<file path="config.mk">
export PLATFORM = sky130hd
export DESIGN_NAME = des_blk_ctrl
export DESIGN_NICKNAME = d
export VERILOG_FILES = /design/src/rtl/des_ctrl_pkg.sv /design/src/rtl/des_ctrl_wdog.sv /design/src/rtl/des_blk_ctrl.sv
export SDC_FILE = /design/constraint.sdc
export NUM_CORES = 1
export LEC_CHECK = 0
export ABC_AREA = 1
export BUFFER_PORTS_ARGS = -buffer_cell sky130_fd_sc_hd__buf_2
export CORE_AREA = 2 2 161 163
export CTS_CLUSTER_SIZE = 40
export DETAILED_ROUTE_END_ITERATION = 10
export DIE_AREA = 0 0 163 165
export GPL_ROUTABILITY_DRIVEN = 0
export PLACE_DENSITY = 0.68
export SETUP_SLACK_MARGIN = 0.5
export SLEW_MARGIN = 25
export SYNTH_ARGS = -nofsm -noshare
export SYNTH_HDL_FRONTEND = slang
export SYNTH_SLANG_ARGS = --single-unit
</file>
<file path="constraint.sdc">
create_clock -name hclk -period 4.1 [get_ports hclk]
set_input_delay 0.205 -clock hclk [delete_from_list [all_inputs] [get_ports hclk]]
set_output_delay 0.205 -clock hclk [all_outputs]
set_load 0.005 [all_outputs]
</file>
<file path="src/rtl/des_ctrl_pkg.sv">
// rtl/des_ctrl_pkg.sv - shared state encoding and block width for the DES block sequencer
package des_ctrl_pkg;

    localparam int BLK_W = 64;

    typedef enum logic [1:0] {
        ST_IDLE  = 2'd0,
        ST_ISSUE = 2'd1,
        ST_WAIT  = 2'd2,
        ST_OUT   = 2'd3
    } des_state_e;

endpackage

</file>
<file path="src/rtl/des_ctrl_wdog.sv">
// rtl/des_ctrl_wdog.sv - coprocessor completion watchdog, present only with DES_CTRL_TIMEOUT_EN
`ifdef DES_CTRL_TIMEOUT_EN
module des_ctrl_wdog #(
    parameter int TMO_CYC = 64
) (
    input  logic hclk,
    input  logic hresetn,
    input  logic start,
    input  logic run,
    output logic expire
);

    localparam int CW = $clog2(TMO_CYC + 1);

    logic [CW-1:0] cnt_q;

    always_ff @(posedge hclk or negedge hresetn) begin
        if (!hresetn) begin
            cnt_q <= '0;
        end else if (start) begin
            cnt_q <= '0;
        end else if (run) begin
            cnt_q <= cnt_q + 1'b1;
        end
    end

    // The cycle holding count TMO_CYC-1 is the last of TMO_CYC waiting cycles.
    assign expire = run && (cnt_q == CW'(TMO_CYC - 1));

endmodule
`endif

</file>
<file path="src/rtl/des_blk_ctrl.sv">
// rtl/des_blk_ctrl.sv - DES/TDES block sequencer with CBC chaining; DES_CTRL_TIMEOUT_EN adds a completion timeout
module des_blk_ctrl
    import des_ctrl_pkg::*;
#(
`ifdef DES_CTRL_TIMEOUT_EN
    parameter int TMO_CYC = 64,
`endif
    parameter int CNT_W   = 16
) (
    input  logic             hclk,
    input  logic             hresetn,
    input  logic             cfg_start,
    input  logic [BLK_W-1:0] cfg_iv,
    input  logic             cfg_cbc,
    input  logic             cfg_decrypt,
    input  logic             s_valid,
    output logic             s_ready,
    input  logic [BLK_W-1:0] s_data,
    output logic             m_valid,
    input  logic             m_ready,
    output logic [BLK_W-1:0] m_data,
    output logic [BLK_W-1:0] cop_din,
    output logic             cop_din_valid,
    output logic             cop_encrypt,
    output logic             cop_mode_sel,
    output logic             cop_iv_sel,
    output logic [BLK_W-1:0] cop_iv,
    input  logic [BLK_W-1:0] cop_dout,
    input  logic             cop_dout_valid,
    output logic             busy,
    output logic [CNT_W-1:0] blk_cnt,
    output logic             err
);

    des_state_e       state_q, state_nxt;
    logic [BLK_W-1:0] din_q, iv_q, m_data_q;
    logic             cbc_q, dec_q;
    logic [CNT_W-1:0] cnt_q;
    logic             tmo_expire;

`ifdef DES_CTRL_TIMEOUT_EN
    logic err_q;

    des_ctrl_wdog #(.TMO_CYC(TMO_CYC)) u_wdog (
        .hclk    (hclk),
        .hresetn (hresetn),
        .start   (state_q == ST_ISSUE),
        .run     (state_q == ST_WAIT),
        .expire  (tmo_expire)
    );

    always_ff @(posedge hclk or negedge hresetn) begin
        if (!hresetn) begin
            err_q <= 1'b0;
        end else if (state_q == ST_IDLE && cfg_start) begin
            err_q <= 1'b0;
        end else if (state_q == ST_WAIT && !cop_dout_valid && tmo_expire) begin
            err_q <= 1'b1;
        end
    end

    assign err = err_q;
`else
    assign tmo_expire = 1'b0;
    assign err        = 1'b0;
`endif

    always_comb begin
        state_nxt = state_q;
        case (state_q)
            ST_IDLE:  if (s_valid) state_nxt = ST_ISSUE;
            ST_ISSUE: state_nxt = ST_WAIT;
            ST_WAIT: begin
                if (cop_dout_valid)  state_nxt = ST_OUT;
                else if (tmo_expire) state_nxt = ST_IDLE;
            end
            ST_OUT:   if (m_ready) state_nxt = ST_IDLE;
            default:  state_nxt = ST_IDLE;
        endcase
    end

    always_ff @(posedge hclk or negedge hresetn) begin
        if (!hresetn) begin
            state_q  <= ST_IDLE;
            din_q    <= '0;
            iv_q     <= '0;
            m_data_q <= '0;
            cbc_q    <= 1'b0;
            dec_q    <= 1'b0;
            cnt_q    <= '0;
        end else begin
            state_q <= state_nxt;
            case (state_q)
                ST_IDLE: begin
                    // Config is latched before the block is issued, so a same-cycle block uses it.
                    if (cfg_start) begin
                        iv_q  <= cfg_iv;
                        cbc_q <= cfg_cbc;
                        dec_q <= cfg_decrypt;
                        cnt_q <= '0;
                    end
                    if (s_valid) din_q <= s_data;
                end
                ST_WAIT: begin
                    if (cop_dout_valid) begin
                        m_data_q <= cop_dout;
                        if (cbc_q) iv_q <= dec_q ? din_q : cop_dout;
                    end
                end
                ST_OUT: begin
                    if (m_ready) cnt_q <= cnt_q + 1'b1;
                end
                default: ;
            endcase
        end
    end

    assign s_ready       = (state_q == ST_IDLE);
    assign m_valid       = (state_q == ST_OUT);
    assign cop_din_valid = (state_q == ST_ISSUE);
    assign busy          = (state_q != ST_IDLE);
    assign m_data        = m_data_q;
    assign cop_din       = din_q;
    assign cop_iv        = iv_q;
    assign cop_encrypt   = dec_q;
    assign cop_mode_sel  = cbc_q;
    assign cop_iv_sel    = cbc_q;
    assign blk_cnt       = cnt_q;

endmodule

</file>
* After elaboration in Yosys (flattened, before gate mapping)
Cells that the tools add are included.
Cells by class: add/subtract/negate cells 1, eq/ne operators 8, muxes and demuxes 12, reductions and logical operators 10
Operator list (count):
- 2-to-1 mux 64 bit | 4
- case mux 64 bit (2 select lines) | 1
- 2-to-1 mux 16 bit | 2
- case mux 16 bit (2 select lines) | 1
- adder 16 x 1 -> 16 bit, second input constant | 1
- != test 2 bit, second input constant | 4
- case mux 2 bit (4 select lines) | 1
- 2-to-1 mux 2 bit | 3
- AND reduction 2 bit | 3
- AND reduction 3 bit | 2
- nonzero test 2 bit | 3
- equality test 2 bit, second input constant | 2
- AND reduction 4 bit | 1
- equality test 2 x 1 -> 1 bit, second input constant | 1
- zero test 2 bit | 1
- != test 2 x 1 -> 1 bit, second input constant | 1
Word-level totals: flip-flop bits (word level) 212, word-level logic and storage cells 38

* Depth between registers and ports, before layout
depth in word-level cells 4, mapped depth 10, depth with buffers taken out 10

* Worst setup path after synthesis
OpenSTA, ideal clock, no wires.
path kind register -> register, from register state_q[0], to register iv_q[47] (netlist: cop_iv[47]), setup time 0.122 ns, data arrival time 1.462 ns, slack 2.516 ns, stages on the path, launching flop included 10, path buffers 2, period minus slack after synthesis 1.584 ns, path through dfrtp_1 inv_1 ha_1 inv_2 nand2_2 o2111ai_2 buf_6 buf_4 nand2_1 o21ai_2
Between the ends: longest elaborated chain between the ends 3, elaborated cells on any way between the ends 8, classes of those cells eq/ne (4); mux (1); reduce/logical (3)
RTL lines:
- start: declaration | line des_blk_ctrl.sv:35 | des_state_e state_q, state_nxt;
- start signal: assignment | line des_blk_ctrl.sv:92 | state_q <= state_nxt;
- zero test 2 bit *
- net s_ready | line des_blk_ctrl.sv:17 | output logic s_ready,
- != test 2 bit (no line) or nonzero test 2 bit (tied branches)
- AND reduction 4 bit (no line)
- end signal: assignment | line des_blk_ctrl.sv:97 | iv_q <= cfg_iv;
- end signal: assignment | line des_blk_ctrl.sv:107 | if (cbc_q) iv_q <= dec_q ? din_q : cop_dout;
- end: declaration | line des_blk_ctrl.sv:36 | logic [BLK_W-1:0] din_q, iv_q, m_data_q;
The timed path passes the listed nets; every way through them passes the cells marked *. A chain may end at the register's enable or synchronous reset.

* Worst setup path in the final report
from register state_q[0], to register iv_q[25] (netlist: cop_iv[25])
Between the ends: longest elaborated chain between the ends 3, elaborated cells on any way between the ends 8, classes of those cells eq/ne (4); mux (1); reduce/logical (3)
RTL lines:
- equality test 2 bit or zero test 2 bit (tied branches) | line des_blk_ctrl.sv:93 | case (state_q)
- != test 2 bit (no line) or nonzero test 2 bit (tied branches)
- AND reduction 4 bit (no line)
Parallel ways exist; a longest one is shown, timed or not.

==> summary.md <==
| Metric | Value |
|---|---|
| Setup violations, final | `0` |
| GRT overflow | `0` |
| Most frequent cells in the layout | `413 x buf_2, 211 x dfrtp_1, 206 x nand2_1` |
| Synth warn | `0` |
| Post-Synth XOR/XNOR Area | `0` |
| Synthesized flop and latch total | `212` |
| Endpoints failing hold | `0` |
| Area Growth Syn to Fin | `48.3%` |
| Die H | `165 um` |
| Die X | `163 um` |
| Register area share after synthesis | `0.532` |
| Post-CTS resize count | `0` |
| Fin crit share | `0.629` |
| Top cells by area, synth | `dfrtp_1 53%, nand2_1 7.8%, mux2_2 7.5%` |
| CP Capture Point | `cop_iv[25]$_DFFE_PN0P_` |
| CTS Hold Buffers Added | `174` |
| First-pass GRT wire length | `49.7 mm` |
| Pins Over Slew Limit | `0` |
| Slew HR | `0.420` |
| Largest area contributor in the synthesized netlist | `dfrtp_1` |
| Total core area | `25,000 um2` |
| Cell variety after synth | `30` |
| Worst-path clk slew | `0.06 ns` |
| Clk_lat worst skew | `0.51 ns` |
| Most common cell after layout, fill and taps aside | `buf_2` |
| Vias in the first global route | `9,440` |
| RSZ-0062 raised after global routing | `no` |
| Port Buffers | `414` |
| Worst Setup SP | `state_q[0]$_DFFE_PN0P_` |
| Area share of the largest cell type after synthesis | `0.532` |
| Setup TNS | `0 ns` |
| Synth Area in Compound Gates | `0.129` |
| Async SR Flop Fraction | `1.00` |
| Flop-to-flop setup slack | `1.52 ns` |
| Initial antenna violation count | `3` |
| Iter 0 DRT Violations | `606` |
| Worst Hold Class | `input port to register` |
| Worst-path fanout max | `60` |
| Share of layout cells above drive strength 1 | `0.401` |
| Synth Net Count | `1,194` |
| Max Cap Viol | `0` |
| Status | `complete, no violations` |
| WP data arrival | `3.02 ns` |
| Post-synth EDFFs | `0` |
| Finished Layout Cells | `1,899` |
| Crit path capture type | `register` |
| Cell count after synthesis | `989` |
| Static leakage | `7.82 nW` |
| Type of origin of the critical path | `register` |
| Num CTS Buffers | `25` |
| Worst r2r path cells | `8` |
| Critical Path RT | `4.54 ns` |
| Cells after DPL | `1,682` |
| Hold_ws | `0.00819 ns` |
| Via density | `4.92` |
| Mux cell area share after synthesis | `0.139` |
| Synthesized area per cell | `10.1 um2` |
| Area of the multi-input gates | `3990 um2` |
| F_max | `388 MHz` |
| Setup Fix Bufs, Post-CTS | `0` |
| DP Wirelength | `21.1 mm` |
| WL final | `32.9 mm` |
| CTS sink cnt | `212` |
| DRC violations left | `0` |
| Cell area after synthesis | `9970 um2` |
| R2r endpoint | `cop_iv[25]$_DFFE_PN0P_` |
| Layout Nets | `1,758` |
| FF/Latch Area | `5310 um2` |
| Drt first pass iters | `5` |
| CTS tree | `yes` |
| Power per cell area | `733 nW/um2` |
| Worst slack, placed | `1.54 ns` |
| I/O pin count | `416` |
| Fillers | `2,067` |
| Routed Antenna Nets | `0` |
| Largest net degree at the start of global routing | `106` |
| Clock Path Buffers | `3` |
| Initial Utilization | `0.398` |
| Slew @ Worst Pin | `0.870 ns` |
| Gr usage total | `0.234` |
| VDD IR max | `597 uV` |
| Synth Area in Simple Gates | `0.122` |
| Rows | `58` |
| WL/cell | `17.3 um` |
| Primary FF master, synth | `dfrtp_1` |
| Die area | `26,900 um2` |
| Largest family of logic cells by synthesized area | `multiplexers` |
| Origin of the critical flop-to-flop path | `state_q[0]$_DFFE_PN0P_` |
| Clock root cell | `clkbuf_16` |
| Clk_skew | `0.0112 ns` |
| H-tree Lvls | `1` |
| Via count of the routed design | `9,339` |
| Fraction of the mapped netlist area in adder cells | `0.00628` |
| Setup slack after layout | `1.52 ns` |
| WS Path Type | `register to register` |
| Final min period | `2.58 ns` |
[sequential cells by signal, summed over array words and instances (netlist names)]
signal and flops:
cop_din 64, cop_iv 64, m_data 64, blk_cnt 16
state_q 2, cop_encrypt 1, cop_iv_sel 1
[worst max-delay path, stage by stage, from the launching register on]
cell,delay (ns)
dfrtp_1,0.38
inv_1,0.09
ha_1,0.27
inv_4,0.45
nand2_2,0.15
o2111ai_4,0.15
buf_4,0.71
nand2_1,0.16
o21ai_2,0.09
[worst min path at each step]
| stage | startpoint | to | slack (ns) | cells after the start |
|---|---|---|---|---|
| after global routing | cfg_iv[33] | cop_iv[33]$_DFFE_PN0P_ | 0.02 | 3 |
| after global placement | hresetn | m_data[54]$_DFFE_PN0P_ | 0.33 | 1 |
| after detailed placement | hresetn | cop_din[49]$_DFFE_PN0P_ | 0.34 | 1 |
| after floorplan | hresetn | blk_cnt[0]$_DFFE_PN0P_ | -0.09 | 0 |
| after CTS | cfg_iv[32] | cop_iv[32]$_DFFE_PN0P_ | 0.0002 | 3 |
| final | cfg_iv[6] | cop_iv[6]$_DFFE_PN0P_ | 0.008 | 3 |
[cells in the mapped netlist (4+ instances only)]
master    instances
mux2i_1          64
buf_4             6
mux2_2           66
o21ai_2          60
dfrtp_1         212
nor2_1           26
nand3_1          11
buf_6            11
o21ai_1           4
nand2_1         207
a21oi_1           9
nand2_2          32
buf_2            20
inv_1            83
clkbuf_1         19
o21ai_0         134
ha_1              5
[cell type report]
class	count	share of cell area
diodes	2	0.000339
clock buffers	35	0.0496
clock inverters	6	0.00567
inverters	86	0.0220
multi-input cells	632	0.270
flip-flops and latches	212	0.359
well taps	330	0.0279
repair buffers	596	0.265
[stage by stage]
step,cell area (um2),util,power (W)
4_1_cts,14800,0.590,0.0109
3_5_place_dp,12200,0.487,0.00844
5_1_grt,14800,0.590,0.0116
2_1_floorplan,9970,-,0.00679
6_report,14800,0.590,0.0108
3_3_place_gp,12200,0.487,0.00832
[logic make-up after synthesis]
| family | Yosys count |
|---|---|
| and+or+nand+nor | 287 |
| muxes | 130 |
| other | 1 |
| adders and majority gates | 5 |
| buffers and inverters | 145 |
| DFF | 212 |
| AOI/OAI and AO/OA | 209 |
[report_power, final]
part,total (W),internal (W),switching [W]
sequential,0.00385,0.00308,0.000768
clock,0.00223,0.00136,0.000872
combinational,0.00475,0.00214,0.00261
total,0.0108,0.00658,0.00425
[metal layers]
layer / vias to the layer above / global-route usage / wire length [um]
li1: 4369 / - / -
met1: 4489 / 0.279 / 12700
met2: 383 / 0.409 / 16700
met3: 96 / 0.0490 / 2260
met4: 2 / 0.103 / 1270
met5: - / 0 / 13
Note: power is estimated with default switching activity, not from simulation.
